===== config.mk =====
export PLATFORM = sky130hd
export DESIGN_NAME = s1_decode_stage
export DESIGN_NICKNAME = d
export VERILOG_FILES = /design/src/rtl/s1_decode_stage.sv
export SDC_FILE = /design/constraint.sdc
export NUM_CORES = 1
export LEC_CHECK = 0
export CAP_MARGIN = 40
export CORE_MARGIN = 2
export CORE_UTILIZATION = 45
export CTS_CLUSTER_DIAMETER = 200
export CTS_CLUSTER_SIZE = 16
export DETAILED_ROUTE_END_ITERATION = 12
export GPL_ROUTABILITY_DRIVEN = 0
export PLACE_DENSITY = 0.75
export SKIP_LAST_GASP = 1
export SYNTH_ARGS = -nofsm -noshare
export SYNTH_HDL_FRONTEND = slang
export SYNTH_SLANG_ARGS = --single-unit

===== constraint.sdc =====
create_clock -name clk -period 2.5 [get_ports clk]
set_clock_uncertainty 0.2 [all_clocks]
set_input_delay 0.5 -clock clk [delete_from_list [all_inputs] [get_ports clk]]
set_output_delay 0.5 -clock clk [all_outputs]
set_load 0.03 [all_outputs]

===== src/rtl/s1_decode_stage.sv =====
`default_nettype none
// ============================================================================
// Module   : s1_decode_stage
// Purpose  : Stage-1 decode register with ready/valid on both sides and a
//            2-entry skid buffer; stores decoded fields only.
// Revision : 1.0
// ============================================================================
module s1_decode_stage #(
    parameter int OPC_W     = 6,
    parameter int REG_SEL_W = 5,
    parameter int IMM_W     = 16,
    parameter int INSTR_W   = 32,
    parameter int DATA_W    = 32,
    parameter int SIGN_EXT  = 1
) (
    input  logic                 clk,
    input  logic                 rst,
    input  logic                 flush,
    input  logic [INSTR_W-1:0]   InstrIn,
    input  logic                 in_valid,
    output logic                 in_ready,
    input  logic                 out_ready,
    output logic                 out_valid,
    output logic [REG_SEL_W-1:0] S1_ReadSelect1,
    output logic [REG_SEL_W-1:0] S1_ReadSelect2,
    output logic [REG_SEL_W-1:0] S1_WriteSelect,
    output logic                 S1_WriteEnable,
    output logic                 S1_DataSrc,
    output logic [2:0]           S1_ALUOp,
    output logic [DATA_W-1:0]    S1_IMM
);

    if (INSTR_W != OPC_W + 2*REG_SEL_W + IMM_W) begin : g_bad_instr_w
        $error("s1_decode_stage: INSTR_W must equal OPC_W + 2*REG_SEL_W + IMM_W");
    end
    if (DATA_W < IMM_W) begin : g_bad_data_w
        $error("s1_decode_stage: DATA_W must be >= IMM_W");
    end
    if (OPC_W < 5) begin : g_bad_opc_w
        $error("s1_decode_stage: OPC_W must be >= 5");
    end

    typedef struct packed {
        logic [REG_SEL_W-1:0] rs1;
        logic [REG_SEL_W-1:0] rs2;
        logic [REG_SEL_W-1:0] ws;
        logic                 we;
        logic                 ds;
        logic [2:0]           alu;
        logic [DATA_W-1:0]    imm;
    } dec_t;

    typedef enum logic [1:0] {
        ST_EMPTY = 2'd0,
        ST_ONE   = 2'd1,
        ST_TWO   = 2'd2
    } state_t;

    // ------------------------------------------------------------------
    // Combinational field and control decode of the incoming instruction
    // ------------------------------------------------------------------
    logic [OPC_W-1:0]     w_opcode;
    logic [REG_SEL_W-1:0] w_rd;
    logic [REG_SEL_W-1:0] w_rs;
    logic [REG_SEL_W-1:0] w_rt;
    logic [IMM_W-1:0]     w_imm;
    logic [DATA_W-1:0]    w_imm_ext;
    dec_t                 w_dec;

    assign w_opcode = InstrIn[INSTR_W-1 -: OPC_W];
    assign w_rd     = InstrIn[INSTR_W-OPC_W-1 -: REG_SEL_W];
    assign w_rs     = InstrIn[INSTR_W-OPC_W-REG_SEL_W-1 -: REG_SEL_W];
    assign w_imm    = InstrIn[IMM_W-1:0];
    assign w_rt     = InstrIn[IMM_W-1 -: REG_SEL_W];

    if (DATA_W > IMM_W) begin : g_ext_wide
        logic w_fill;
        assign w_fill    = (SIGN_EXT != 0) & w_imm[IMM_W-1];
        assign w_imm_ext = {{(DATA_W-IMM_W){w_fill}}, w_imm};
    end else begin : g_ext_same
        assign w_imm_ext = w_imm;
    end

    always_comb begin
        w_dec     = '0;
        w_dec.ds  = w_opcode[3];
        w_dec.alu = w_opcode[2:0];
        w_dec.we  = w_opcode[4] & (w_opcode != '0);
        w_dec.rs1 = w_rs;
        w_dec.rs2 = w_opcode[3] ? '0 : w_rt;
        w_dec.ws  = w_rd;
        w_dec.imm = w_imm_ext;
    end

    // ------------------------------------------------------------------
    // Skid control
    // ------------------------------------------------------------------
    state_t r_state;
    state_t w_state_next;
    logic   r_in_ready;
    dec_t   r_main;
    dec_t   r_skid;
    logic   w_accept;
    logic   w_consume;
    logic   w_load_main;
    logic   w_load_skid;
    logic   w_main_from_skid;

    assign out_valid = (r_state != ST_EMPTY);
    assign in_ready  = r_in_ready;
    assign w_accept  = in_valid & r_in_ready;
    assign w_consume = out_valid & out_ready;

    always_comb begin
        w_state_next     = r_state;
        w_load_main      = 1'b0;
        w_load_skid      = 1'b0;
        w_main_from_skid = 1'b0;
        case (r_state)
            ST_EMPTY: begin
                if (w_accept) begin
                    w_state_next = ST_ONE;
                    w_load_main  = 1'b1;
                end
            end
            ST_ONE: begin
                if (w_accept && w_consume) begin
                    w_load_main = 1'b1;
                end else if (w_accept) begin
                    w_state_next = ST_TWO;
                    w_load_skid  = 1'b1;
                end else if (w_consume) begin
                    w_state_next = ST_EMPTY;
                end
            end
            ST_TWO: begin
                if (w_consume) begin
                    w_state_next     = ST_ONE;
                    w_main_from_skid = 1'b1;
                end
            end
            default: w_state_next = ST_EMPTY;
        endcase
        // A flushed beat is dropped; the main entry keeps its stale contents.
        if (flush) begin
            w_state_next     = ST_EMPTY;
            w_load_main      = 1'b0;
            w_load_skid      = 1'b0;
            w_main_from_skid = 1'b0;
        end
    end

    always_ff @(posedge clk) begin
        if (rst) begin
            r_state    <= ST_EMPTY;
            r_in_ready <= 1'b0;
            r_main     <= '0;
            r_skid     <= '0;
        end else begin
            r_state    <= w_state_next;
            r_in_ready <= (w_state_next != ST_TWO);
            if (w_load_main) begin
                r_main <= w_dec;
            end else if (w_main_from_skid) begin
                r_main <= r_skid;
            end
            if (w_load_skid) begin
                r_skid <= w_dec;
            end
        end
    end

    assign S1_ReadSelect1 = r_main.rs1;
    assign S1_ReadSelect2 = r_main.rs2;
    assign S1_WriteSelect = r_main.ws;
    assign S1_WriteEnable = r_main.we;
    assign S1_DataSrc     = r_main.ds;
    assign S1_ALUOp       = r_main.alu;
    assign S1_IMM         = r_main.imm;

endmodule
`default_nettype wire


After elaboration in Yosys (flattened, before gate mapping)

Index checks and enable logic that the tools add are counted.

Add/subtract/negate cells: 0
Multiply operators: 0
Divide/modulo/power cells: 0
Magnitude comparators: 0
Equality and inequality tests: 3
Shifts and indexed selects: 0
Multiplexer cells: 20
Bitwise operators: 3
Reduce and logical (&&, ||, !) cells: 5

Operator list:

| operator           | count |
|---|---|
| $mux 52            | 2 |
| $mux 2             | 6 |
| $mux 1             | 9 |
| $pmux 2 s3         | 1 |
| $reduce_bool 6->1  | 1 |
| $mux 5             | 1 |
| $reduce_bool 2->1  | 2 |
| $and 1x1->1        | 3 |
| $eq 2x1->1 const B | 1 |
| $eq 2x2->1 const B | 1 |
| $logic_not 2->1    | 1 |
| $ne 2x2->1 const B | 1 |
| $pmux 1 s2         | 1 |
| $logic_and 1x1->1  | 1 |

Register bits after elaboration: 91
Bits in latches: 0
Memory bits (writable): 0
ROM bits: 0
Output and inout port bits: 54
Logic and storage cells: 47
Memories kept: 0

Logic depth before layout (Yosys ltp)

Gate-level depths: netlist (run 1).

Word-level depth: 8
Depth in mapped cells: 6
Depth with buffers taken out: 4

Worst setup path after synthesis (run 1)

OpenSTA, ideal clock, no wires.

Path kind: register -> register
From: register r_in_ready, in the netlist in_ready
To: register r_main (netlist bit S1_ReadSelect2[2])
Setup time: 0.147 ns
Data arrival time: 1.526 ns
Data required time: 2.153 ns
Slack: 0.627 ns
Cell stages (with the launch flop): 7
Buffers on the path: 2
Cells stage by stage: dfxtp_1 -> nand2_1 -> or4_1 -> buf_2 -> buf_2 -> nor2_1 -> a311oi_2

Cells in the longest elaborated chain, start to end: 6
Elaborated cells between the ends (all ways): 8

RTL lines:

| element                                             | line | text |
|---|---|---|
| start, declared                                     | 100  | `logic r_in_ready;` |
| start signal, assigned                              | 161  | `r_in_ready <= (w_state_next != ST_TWO);` |
| $and 1x1->1 *                                       | 111  | `assign w_accept = in_valid & r_in_ready;` |
| $logic_and 1x1->1                                   | 127  | `if (w_accept && w_consume) begin` |
| $mux 1                                              | 127  |  |
| $pmux 1 s2 *                                        | 119  | `case (r_state)` |
| $mux 1 *                                            | 145  | `if (flush) begin` |
| $mux 52 / $reduce_bool 2->1 (equally long branches) | -    |  |
| end signal, assigned                                | 163  | `r_main <= w_dec;` |
| end signal, assigned                                | 165  | `r_main <= r_skid;` |
| end, declared                                       | 101  | `dec_t r_main;` |

Every way passes the cells marked *; elsewhere a longest branch is shown, timed or not.
A chain may end at the register's enable or synchronous reset.

Worst setup path after layout (run 1)

From: register r_state[1]
To: output out_valid

Cells in the longest elaborated chain, start to end: 1

RTL lines:

| element                | line | text |
|---|---|---|
| start, declared        | 98   | `state_t r_state;` |
| start signal, assigned | 160  | `r_state <= w_state_next;` |
| $reduce_bool 2->1      | 109  | `assign out_valid = (r_state != ST_EMPTY);` |
| end, declared          | 23   | `output logic out_valid,` |

No other way between the ends.

==> results of run 1 <==
==> repair_timing <==
| item | 4_1_cts | 5_1_grt |
|---|---|---|
| hold endpoints to repair | 0 | 0 |
| setup endpoints to repair | 0 | 17 |
| resized for setup | 0 | 1 |
| hold buffers | 0 | 0 |
==> cell type report <==
cell class                      count  area [um^2]
Fill cell                         647         2800
Multi-Input combinational cell    274         1560
Sequential cell                    75         1500
Timing Repair Buffer              102         1050
Clock buffer                       10          138
Tap cell                           99          124
Clock inverter                      6         41.3
==> state kept, by name, indices dropped and copies added (netlist names) <==
| signal | cells |
|---|---|
| S1_IMM | 16 |
| S1_DataSrc | 1 |
| S1_ReadSelect2 | 5 |
| r_skid | 36 |
| S1_WriteEnable | 1 |
| S1_WriteSelect | 5 |
| S1_ReadSelect1 | 5 |
| S1_ALUOp | 3 |
| in_ready | 1 |
| r_state | 2 |
==> power by group through the flow <==
stage               clock (mW)  sequential (mW)  combinational [mW]
finish                   0.843             1.25               0.381
global route             0.912             1.25               0.402
CTS                      0.861             1.25               0.383
detailed placement           0             1.28               0.381
global placement             0             1.28               0.376
floorplan                    0             1.34               0.163
==> synthesized netlist by cell type <==
cell type,n
sky130_fd_sc_hd__buf_2,8
sky130_fd_sc_hd__and4bb_2,1
sky130_fd_sc_hd__a21oi_1,37
sky130_fd_sc_hd__nand2_1,145
sky130_fd_sc_hd__nand3b_1,1
sky130_fd_sc_hd__or4_1,1
sky130_fd_sc_hd__o22a_1,1
sky130_fd_sc_hd__nor4_1,1
sky130_fd_sc_hd__nor3_1,2
sky130_fd_sc_hd__mux2i_1,2
sky130_fd_sc_hd__nor2_1,37
sky130_fd_sc_hd__nor2b_1,6
sky130_fd_sc_hd__buf_4,16
sky130_fd_sc_hd__clkbuf_1,19
sky130_fd_sc_hd__or2_2,1
sky130_fd_sc_hd__nand4bb_1,1
sky130_fd_sc_hd__and3b_1,2
sky130_fd_sc_hd__dfxtp_1,75
sky130_fd_sc_hd__buf_6,4
sky130_fd_sc_hd__a311oi_2,36
==> worst reg2reg max path, delay by kind of cell, from the launching register on <==
| kind | cells | cell delay [ns] |
|---|---|---|
| AND/OR/NAND/NOR | 3 | 0.89 |
| AO/OA/AOI/OAI | 1 | 0.07 |
| buffers and inverters | 1 | 0.22 |
| flip-flops | 1 | 0.36 |
==> per-stage QoR <==
step	hold WS, ns	util, %	cells
floorplan	0.237	-	396
global placement	0.242	58.7	550
detailed placement	0.247	58.7	550
CTS	0.258	61.2	566
global route	0.281	61.2	566
finish	0.256	61.2	566
==> logic make-up after synthesis <==
kind of cell | count (synthesis)
compound gates | 74
buf+inv | 47
flops | 75
mux | 2
simple gates | 198
==> worst max-delay path by stage <==
stage               depth (start not counted)                end        from  slack (ns)
detailed placement                          5  S1_ReadSelect1[0]       flush        0.05
finish                                      2          out_valid  r_state[1]        0.16
global route                                2          out_valid  r_state[1]        0.09
global placement                            5  S1_ReadSelect2[2]       flush         0.1
floorplan                                   6  S1_ReadSelect2[2]    in_ready        0.63
CTS                                         1         S1_IMM[26]  S1_IMM[30]        0.01
==> layer usage <==
| metal | up-vias | global-route usage, % |
|---|---|---|
| met2 | 77 | 34.5 |
| met1 | 1388 | 24.9 |
| met4 | 0 | 7.95 |
| met5 | - | 0 |
| li1 | 1444 | - |
| met3 | 6 | 3.94 |
==> summary.md, run 1 <==
Buffers inserted during clock tree synthesis total 9. For hold timing, the worst endpoint is r_skid[15]. In this run the core area contains 31 standard-cell rows. Synthesis handed over a netlist of 396 instances.

Simple-gate portion of the synthesized area: 24.0%. The clock sink total is 75, and the post-detailed-route wirelength per cell is 14.2 um. TritonCTS built the clock tree. For the number of H-tree levels, the log shows 3. Net switching is 27.6% of the power. The path type of the worst setup path was flip-flop to output pin. The topmost layer with routed signal wires is met4. For the worst setup path, the data arrival time is 1.64 ns. The startpoint identified for the worst register-to-register timing path is r_state[0]. For flop-to-flop paths, the worst setup slack is 0.63 ns. The tools report the combinational group share of total power as 15.4%. The DRC violation count after routing came out at 0. The first global-routing pass estimated 13500 um of wire.

The worst-case IR drop observed on VDD is 0.000324 V. The tools report the initial antenna violation count as 0. In this run the worst path has a maximum fanout of 8. The net count of the finished layout is 499. The design draws 2.47 mW. The biggest area consumer among synthesized cells was sky130_fd_sc_hd__dfxtp_1. Setup violations remaining at the end of the flow were counted as 0. Internal power comes to 1.79 mW.

Wire segments on met2 add up to 4000 um in the final route. The share of synthesized cell area in full adder, half adder and majority cells is 0%, and the count of buffering cells on the critical path with inverters included is 1. Walking the worst path, the cells encountered are or2_2 > clkdlybuf4s50_1.

The stage delay of the slowest cell on the critical path is 0.60 ns, and the number of maximum-capacitance constraint violations is 0. The accumulated negative setup slack was 0 ns. The xor-xnor portion of the synthesized cell area was 0%. The highest achievable clock rate came out at 0.427 GHz. Sequential cells account for 50.5% of the total power.

Port buffering added 89 buffers. STA classifies the critical path endpoint as an output pin. The count of final max-slew check failures is 0, and the average footprint of a synthesized cell is 8.41 um^2. Area overhead of the layout relative to synthesis: 32.6%. After detailed placement, the total cell area comes to 0.00424 mm^2. In the layout the commonest cells are sky130_fd_sc_hd__nand2_1 (145), sky130_fd_sc_hd__clkdlybuf4s50_1 (88), sky130_fd_sc_hd__dfxtp_1 (74). The logs give 63 for the largest net degree at the start of global routing and 91 for the number of top-level pins. The actual transition at the worst max-transition pin was 0.614 ns; the minimum setup slack after placement was 0.0517 ns. The total overflow reported by the global router is 0, and the clock network power share is 34.1%. The tools report the number of antenna cells inserted as 0. After synthesis, the largest family of logic cells by area is simple AND/OR/NAND/NOR gates.

The number of warnings reported in the yosys synthesis log is 0. Yosys attributes the largest share of cell area to sky130_fd_sc_hd__dfxtp_1 (45%), sky130_fd_sc_hd__nand2_1 (16%), sky130_fd_sc_hd__a311oi_2 (16%). Measured in cells, the most critical reg-to-reg path has a length of 5. The die covers 0.00811 mm^2.

Grouping stages by cell kind, the critical path spends the most delay in buffers and inverters. The tools report the portion of the post-synthesis area used by sequential elements as 45.1%. The tools report the hold path startpoint as r_skid[15]. The tools report the clock root buffer as sky130_fd_sc_hd__clkbuf_8.

The height of the chip works out to 90.1 um. The critical path's slowest cell was sky130_fd_sc_hd__clkdlybuf4s50_1. Power spread over the standard cell area amounts to 560 mW/mm^2. In the post-route analysis, the smallest setup slack over all paths is 0.160 ns. Across all layers, the routed design uses 2915 vias. Global routing consumed, over all layers together, 20.1% of the routing resources. The aggregate routed wire length was 8010 um; the net switching power of the design was 683 uW. The detail route stage leaves a number of antenna-violating nets equal to 0. Setup repair after global routing left no endpoint under its margin. The starting utilization of the core area was 46.2%; the number of stages on the worst hold path was 2. The final worst-path cycle share is 93.6%. Summing the areas of all compound-gate instances in the mapped netlist gives 22.0% of the synthesized area. The tools report the maximum root-to-sink buffer count as 2. In this run the critical register-to-register path is captured at S1_ReadSelect2[2]. The insertion delay to the later sink of the worst-skew pair is 0.34 ns, and the netlist area before placement is 0.00333 mm^2. Post-synth net total: 433. The run finished with clean final reports. The length of routed wiring on met1 came out at 3540 um. After routing the design area is 0.00442 mm^2. The worst hold path belongs to the class flip-flop to flip-flop. The total length of routed met3 wires was 386 um; the count of cell types in the netlist was 20. Detailed placement ended at an HPWL of 5200 um.

The die is 90.1 um wide. In the synthesized netlist, mux cells make up 0.601% of the area. The shortest period the worst path allows came out at 2.34 ns. After synthesis the netlist holds a flip-flop and latch count of 75. The run gives 0 as the number of failing hold endpoints at the final stage. The first routing iteration left 146 violations. The floorplan step defined a core boundary enclosing 0.00721 mm^2. In the routed layout, each cell is associated on average with a via count of 5.15. Data on the critical path is required at its endpoint by 1.80 ns.

The via count of the first global-routing pass is 2855, and the number of setup buffers added after CTS is 0. In this run the static leakage power is 1.44 nW. For the relative max-transition margin, the log shows 59.1%.

The detailed-routing iteration count for the pre-antenna-repair pass is 5. Cells with a size suffix above 1 make up 15.2% of the layout. The kind of launch point of the worst setup path is a flip-flop. The share of the synthesized area in the top cell type works out to 45.1%. Most common library cell in the layout ignoring fill and taps: sky130_fd_sc_hd__nand2_1.

Clock-pin slew was measured on the worst setup and hold paths at 0.08 ns.
(Power assumes the default switching activity.)
==> run 2, diff against run 1 <==
Settings changed: PLACE_DENSITY 0.75 to 0.8.
==> summary.md, run 2 (synthesized netlist as in run 1, its figures left out) <==
The largest fanout on the critical path works out to 8 (unchanged). The top register by number of flip-flops is r_skid. The number of H-tree levels is 3 (unchanged), and the count of buffering cells on the critical path with inverters included is 1 (unchanged). CTS placed an instance of sky130_fd_sc_hd__clkbuf_8 at the clock tree root. The final worst-path cycle share was 92.7% (-0.88 points). Leaving out fill and tap cells, the most frequent cells in the layout are sky130_fd_sc_hd__nand2_1 (145), sky130_fd_sc_hd__clkdlybuf4s50_1 (88), sky130_fd_sc_hd__dfxtp_1 (74). For the critical path arrival, the log shows 1.62 ns (-0.02 ns).

The quantity of hold-fixing buffers added after cts is 0 (unchanged). The kind of capture point of the worst setup path was an output pin. The clock-pin slew on the worst setup and hold paths was 0.08 ns (about the same).

The via density per instance works out to 5.06 (-1.8%). The number of maximum-capacitance constraint violations was 0 (unchanged). The logs give 652 (+0.77%) for the fill cell total of the finished layout and 2873 (-1.4%) for the total vias in the final route. The run gives 0 (unchanged) as the total overflow reported by the global router.

For the detailed-routing iteration count for the pre-antenna-repair pass, the log shows 4 (-1). The run gives 73 (+16%) as the largest net degree at the start of global routing. The stage delay of the slowest cell on the critical path came out at 0.59 ns (about the same).

The aggregate routed wire length was 7610 um (-5.0%); the highest achievable clock rate was 0.431 GHz (+0.95%). The logs give 2 (unchanged) for the maximum root-to-sink buffer count and 75 (unchanged) for the clock sink total. The number of placement rows was 31 (unchanged).

Actual transition at the worst max-transition pin: 0.497 ns (-0.117 ns). TritonCTS built the clock tree. The leakage power is 1.47 nW (+2.2%). The via count of the first global-routing pass was 2818 (-1.3%). Relative to the synthesized area, the layout overhead comes to 34.0%. The run finished with clean final reports. The path class of the tightest hold or removal check is flip-flop to flip-flop. The height of the chip was 90.1 um (unchanged). The placed wire-length estimate is 5020 um (-3.4%). Shortest period the worst path allows: 2.32 ns (-0.0221 ns). The post-detailed-route wirelength per cell came out at 13.4 um (-5.4%). The worst setup path is of the flip-flop to output pin kind. The slack of the critical path is 0.182 ns (+0.0221 ns), and the area enclosed by the die boundary is 0.00811 mm^2 (unchanged). The initial antenna violation count is 0 (unchanged), and the starting utilization of the core area is 46.2% (unchanged).

For the overall fraction of global-route tracks in use, the log shows 19.4% (-0.71 points). The placeable core region came out at 0.00721 mm^2 (unchanged). The horizontal die dimension was 90.1 um (unchanged); the relative max-transition margin was 66.9% (+7.8 points). The signal on the critical path passes through or2_2 > clkdlybuf4s50_1. Number of antenna cells inserted: 0 (unchanged). The critical path's slowest cell is sky130_fd_sc_hd__clkdlybuf4s50_1. The run gives 501 (+0.40%) as the final-stage net count. The library cell used most frequently in the layout, excluding fill and tap cells, is sky130_fd_sc_hd__nand2_1.

Minimum setup slack after placement: 0.102 ns (+0.0502 ns). The power per unit of standard cell area works out to 582 mW/mm^2 (+4.0%). The number of failing hold endpoints at the final stage was 0 (unchanged). The accumulated negative setup slack came out at 0 ns (unchanged). Count of final max-slew check failures: 0 (unchanged).

First-pass GRT wire length: 13100 um (-3.0%). The initial DRC count came out at 202 (+38%). The logs give 0 (unchanged) for the number of failing setup endpoints in the final timing report and 0 (unchanged) for the DRC violation count after routing.

The flip-flop count of the largest register, all copies and words added was 36 (unchanged). For the insertion delay to the later sink of the worst-skew pair, the log shows 0.33 ns (about the same). Setup repair after global routing left no endpoint under its margin.

Quantity of I/O buffers inserted on ports: 89 (unchanged). The run gives 9 (unchanged) as the number of buffers created by CTS. For the worst path required time, the log shows 1.80 ns (about the same).

On the critical path the largest part of the delay comes from buffers and inverters. The highest ir drop seen on vdd is 0.000365 V (+13%), and the fraction of layout cells with a size suffix above 1 is 15.6% (+0.36 points). The kind of launch point of the worst setup path is a flip-flop. The count of antenna-violating nets left after detailed routing is 0 (unchanged). The number of top-level pins is 91 (unchanged). The run gives 0 (unchanged) as the number of setup buffers added after CTS.
## run 2: changes by cell type in the layout (fill, tap and decap cells not counted)
cell	previous run	this run
sky130_fd_sc_hd__buf_4	9	11
sky130_fd_sc_hd__bufinv_16	0	1
sky130_fd_sc_hd__clkbuf_8	10	11
sky130_fd_sc_hd__clkinv_2	2	1
sky130_fd_sc_hd__clkinvlp_4	3	1
sky130_fd_sc_hd__inv_6	0	1
## run 2: worst paths after layout
kind                            startpoint                 to  slack [ns]  depth (start not counted)
worst max-delay path            r_state[1]          out_valid        0.18                          2
worst min-delay path            r_skid[46]         r_skid[46]        0.26                          2
worst max register to register  r_state[0]  S1_ReadSelect2[2]        0.60                          5
worst min register to register  r_skid[46]         r_skid[46]        0.26                          2
## run 2: what timing repair did
item / CTS / global route
gates resized for setup: 1 / 0
setup endpoints to repair: 3 / 0
hold endpoints to repair: 0 / 0
## run 2: final cells by class
type / instances / area [um^2] / share of cell area (%)
repair buffers: 104 / 1060 / 23.8
well taps: 99 / 124 / 2.77
clock inverters: 5 / 60.1 / 1.35
clock buffers: 11 / 151 / 3.39
multi-input cells: 274 / 1560 / 35.0
flip-flops and latches: 75 / 1500 / 33.7
## run 2: per-stage QoR
| stage | power, mW | hold WS, ns | instance area (um^2) | std cells | utilization (%) |
|---|---|---|---|---|---|
| CTS | 2.63 | 0.258 | 4460 | 568 | 61.9 |
| detailed placement | 1.66 | 0.247 | 4250 | 552 | 58.9 |
| global route | 2.72 | 0.271 | 4460 | 568 | 61.9 |
| finish | 2.60 | 0.256 | 4460 | 568 | 61.9 |
| floorplan | 1.50 | 0.237 | 3330 | 396 | - |
| global placement | 1.65 | 0.241 | 4250 | 552 | 58.9 |
## run 2: worst min-delay path, delay by kind of cell (launching register included)
family,cells,cell delay [ns]
AOI/OAI and AO/OA,1,0.05
DFF,1,0.31
and+or+nand+nor,1,0.05
## run 2: power breakdown
group | leakage [nW] | internal [mW] | switching (mW) | total, mW
registers | 0.609 | 1.23 | 0.0215 | 1.25
clock network | 0.106 | 0.520 | 0.449 | 0.968
logic | 0.757 | 0.178 | 0.205 | 0.383
total | 1.47 | 1.93 | 0.675 | 2.60
## run 2: per-layer routing
layer  track usage [%]  part of all wire, %  up-vias
met1              22.9                   44     1341
li1                  -                    -     1449
met2              35.0                   51       78
met5                 0                    0        -
met4              6.15                 0.53        0
met3              4.11                  4.7        5
==> run 3, diff against run 2 <==
Settings changed: CTS_CLUSTER_DIAMETER 200 to unset.
Clock period 2.5 ns to 2.8 ns, I/O delays scaled along.
==> summary.md, run 3 (synthesized netlist as in run 1, its figures left out) <==
Critical path's slowest cell: sky130_fd_sc_hd__clkdlybuf4s50_1. The post-detailed-route wirelength per cell was 13.8 um (+3.3%); the clock sink total was 75 (unchanged). The tools report the total overflow reported by the global router as 0 (unchanged). Final-stage net count: 499 (-0.40%). The kind of launch point of the worst setup path was a flip-flop.

Via count of the first global-routing pass: 2812 (-0.21%). The relative max-transition margin came out at 66.1% (-0.80 points). The run gives 0 (unchanged) as the count of antenna-violating nets left after detailed routing. The worst setup path is captured at an output pin. The via density per instance came out at 5.08 (+0.49%). By startpoint and endpoint, the worst setup path is classified as flip-flop to output pin. The logs give 0 (unchanged) for the count of final max-slew check failures and 46.2% (unchanged) for the starting utilization of the core area. The most common library cell in the layout ignoring fill and taps is sky130_fd_sc_hd__nand2_1. The logs give 13100 um (-0.42%) for the first-pass GRT wire length and 5180 um (+3.2%) for the placed wire-length estimate. Register-to-register setup slack: 0.92 ns (+0.32 ns). The quantity of gates resized following cts came out at 0 (-1). The run finished with clean final reports.

Setup repair after global routing left no endpoint under its margin. The tools report the highest ir drop seen on vdd as 0.000344 V (-5.8%). TritonCTS built the clock tree. The tools report the quantity of hold-fixing buffers added after cts as 0 (unchanged). The accumulated negative setup slack came out at 0 ns (unchanged).

The total internal power came out at 1.81 mW (-6.2%). The number of buffers created by CTS was 9 (unchanged); the placeable core region was 0.00721 mm^2 (unchanged). The largest fanout on the critical path is 18 (+10), and the DRC violation count after routing is 0 (unchanged). The logs give 31 (unchanged) for the number of placement rows and 0 (unchanged) for the number of setup buffers added after CTS. Maximum root-to-sink buffer count: 2 (unchanged).

The quantity of I/O buffers inserted on ports was 89 (unchanged); the insertion delay to the later sink of the worst-skew pair was 0.34 ns (about the same). The worst path required time was 2.04 ns (+0.24 ns); the number of failing hold endpoints at the final stage was 0 (unchanged). For the net switching power of the design, the log shows 605 uW (-10%).

The initial antenna violation count was 0 (unchanged); the overall fraction of global-route tracks in use was 19.6% (+0.24 points). The tools report the total vias in the final route as 2877 (+0.14%). The total power was 2.41 mW (-7.3%); the final worst-path cycle share was 90.0%. The logs give 55 (-25%) for the largest net degree at the start of global routing and 0.397 GHz for the highest achievable clock rate. The clock network power share came out at 39.7% (+2.5 points). The height of the chip is 90.1 um (unchanged), and the number of top-level pins is 91 (unchanged). In this run the clock root is driven by a sky130_fd_sc_hd__clkbuf_8.

Actual transition at the worst max-transition pin: 0.508 ns (+0.0114 ns). The logs give 0 (unchanged) for the number of failing setup endpoints in the final timing report and 1.76 ns (+0.14 ns) for the critical path arrival. The aggregate routed wire length is 7840 um (+3.0%), and the detailed-routing iteration count for the pre-antenna-repair pass is 4 (unchanged).

Traced cell by cell, the critical path runs through clkdlybuf4s50_1. The run gives 154 (-24%) as the initial DRC count. More flip-flops sit in one register than any other, and that register is r_skid. The combinational group share of total power is 14.1% (-0.6 points). The area enclosed by the die boundary was 0.00811 mm^2 (unchanged). The cell family contributing the most delay on the critical path is buffers and inverters. The stage delay of the slowest cell on the critical path works out to 0.78 ns (+0.19 ns). The part of the total power dissipated in sequential elements was 46.3% (-1.7 points); the area overhead of the layout relative to synthesis was 33.1%. Leaving out fill and tap cells, the most frequent cells in the layout are sky130_fd_sc_hd__nand2_1 (145), sky130_fd_sc_hd__clkdlybuf4s50_1 (88), sky130_fd_sc_hd__dfxtp_1 (75). The number of antenna cells inserted was 0 (unchanged). The number of H-tree levels is 3 (unchanged). For the finished layout, the period the worst path requires is 2.52 ns.

The kind of path behind the tightest hold check is flip-flop to flip-flop. The horizontal die dimension is 90.1 um (unchanged). The count of buffering cells on the critical path with inverters included was 1 (unchanged); the core utilization of the finished layout was 61.5% (-0.42 points).

The clock-pin slew on the worst setup and hold paths is 0.08 ns (about the same), and the net switching share of the total power is 25.1% (-0.87 points). The fraction of layout cells with a size suffix above 1 came out at 15.0% (-0.58 points). Power per unit of standard cell area: 544 mW/mm^2 (-6.6%). The number of maximum-capacitance constraint violations is 0 (unchanged), and the leakage power is 1.46 nW (-1.1%).

The flip-flop count of the largest register, all copies and words added was 36 (unchanged).
==> run 3: worst reg2reg max path: cells and delay by family, from the launching register on <==
kind	cells	cell delay, ns
flops	1	0.36
compound gates	1	0.06
buf+inv	1	0.22
simple gates	3	0.91
==> run 3: power groups by stage <==
| stage | clock network (mW) | registers, mW | logic [mW] |
|---|---|---|---|
| floorplan | 0 | 1.19 | 0.145 |
| global placement | 0 | 1.14 | 0.335 |
| detailed placement | 0 | 1.14 | 0.340 |
| CTS | 0.983 | 1.12 | 0.341 |
| global route | 1.03 | 1.12 | 0.357 |
| finish | 0.957 | 1.12 | 0.339 |
==> run 3: routing by layer <==
layer  part of all wire [%]  vias up  track usage (%)
li1                       -     1445                -
met1                     44     1359             22.4
met3                    4.3        9             5.95
met5                      0        -                0
met4                    1.1        0             5.64
met2                     51       64             35.3
==> run 3: through the flow <==
stage               cells  setup WS [ns]  hold WS, ns  area (um^2)
finish                566          0.280        0.256         4430
global route          566          0.139        0.273         4430
CTS                   566          0.237        0.258         4430
detailed placement    550          0.314        0.247         4200
global placement      550          0.352        0.242         4200
floorplan             396          0.879        0.237         3330
==> run 3: worst paths after layout <==
check                   from           endpoint  cells past startpoint
hold / removal    r_skid[45]         r_skid[45]                      2
hold reg to reg   r_skid[45]         r_skid[45]                      2
setup / recovery  S1_IMM[30]         S1_IMM[27]                      1
setup reg to reg  r_state[0]  S1_ReadSelect2[4]                      5
==> run 3: cell type report <==
type | count | area, um^2
clock buffer | 11 | 151
multi-input combinational | 274 | 1560
tap | 99 | 124
timing repair buffer | 102 | 1010
clock inverter | 5 | 83.8
fill | 634 | 2780
sequential | 75 | 1500
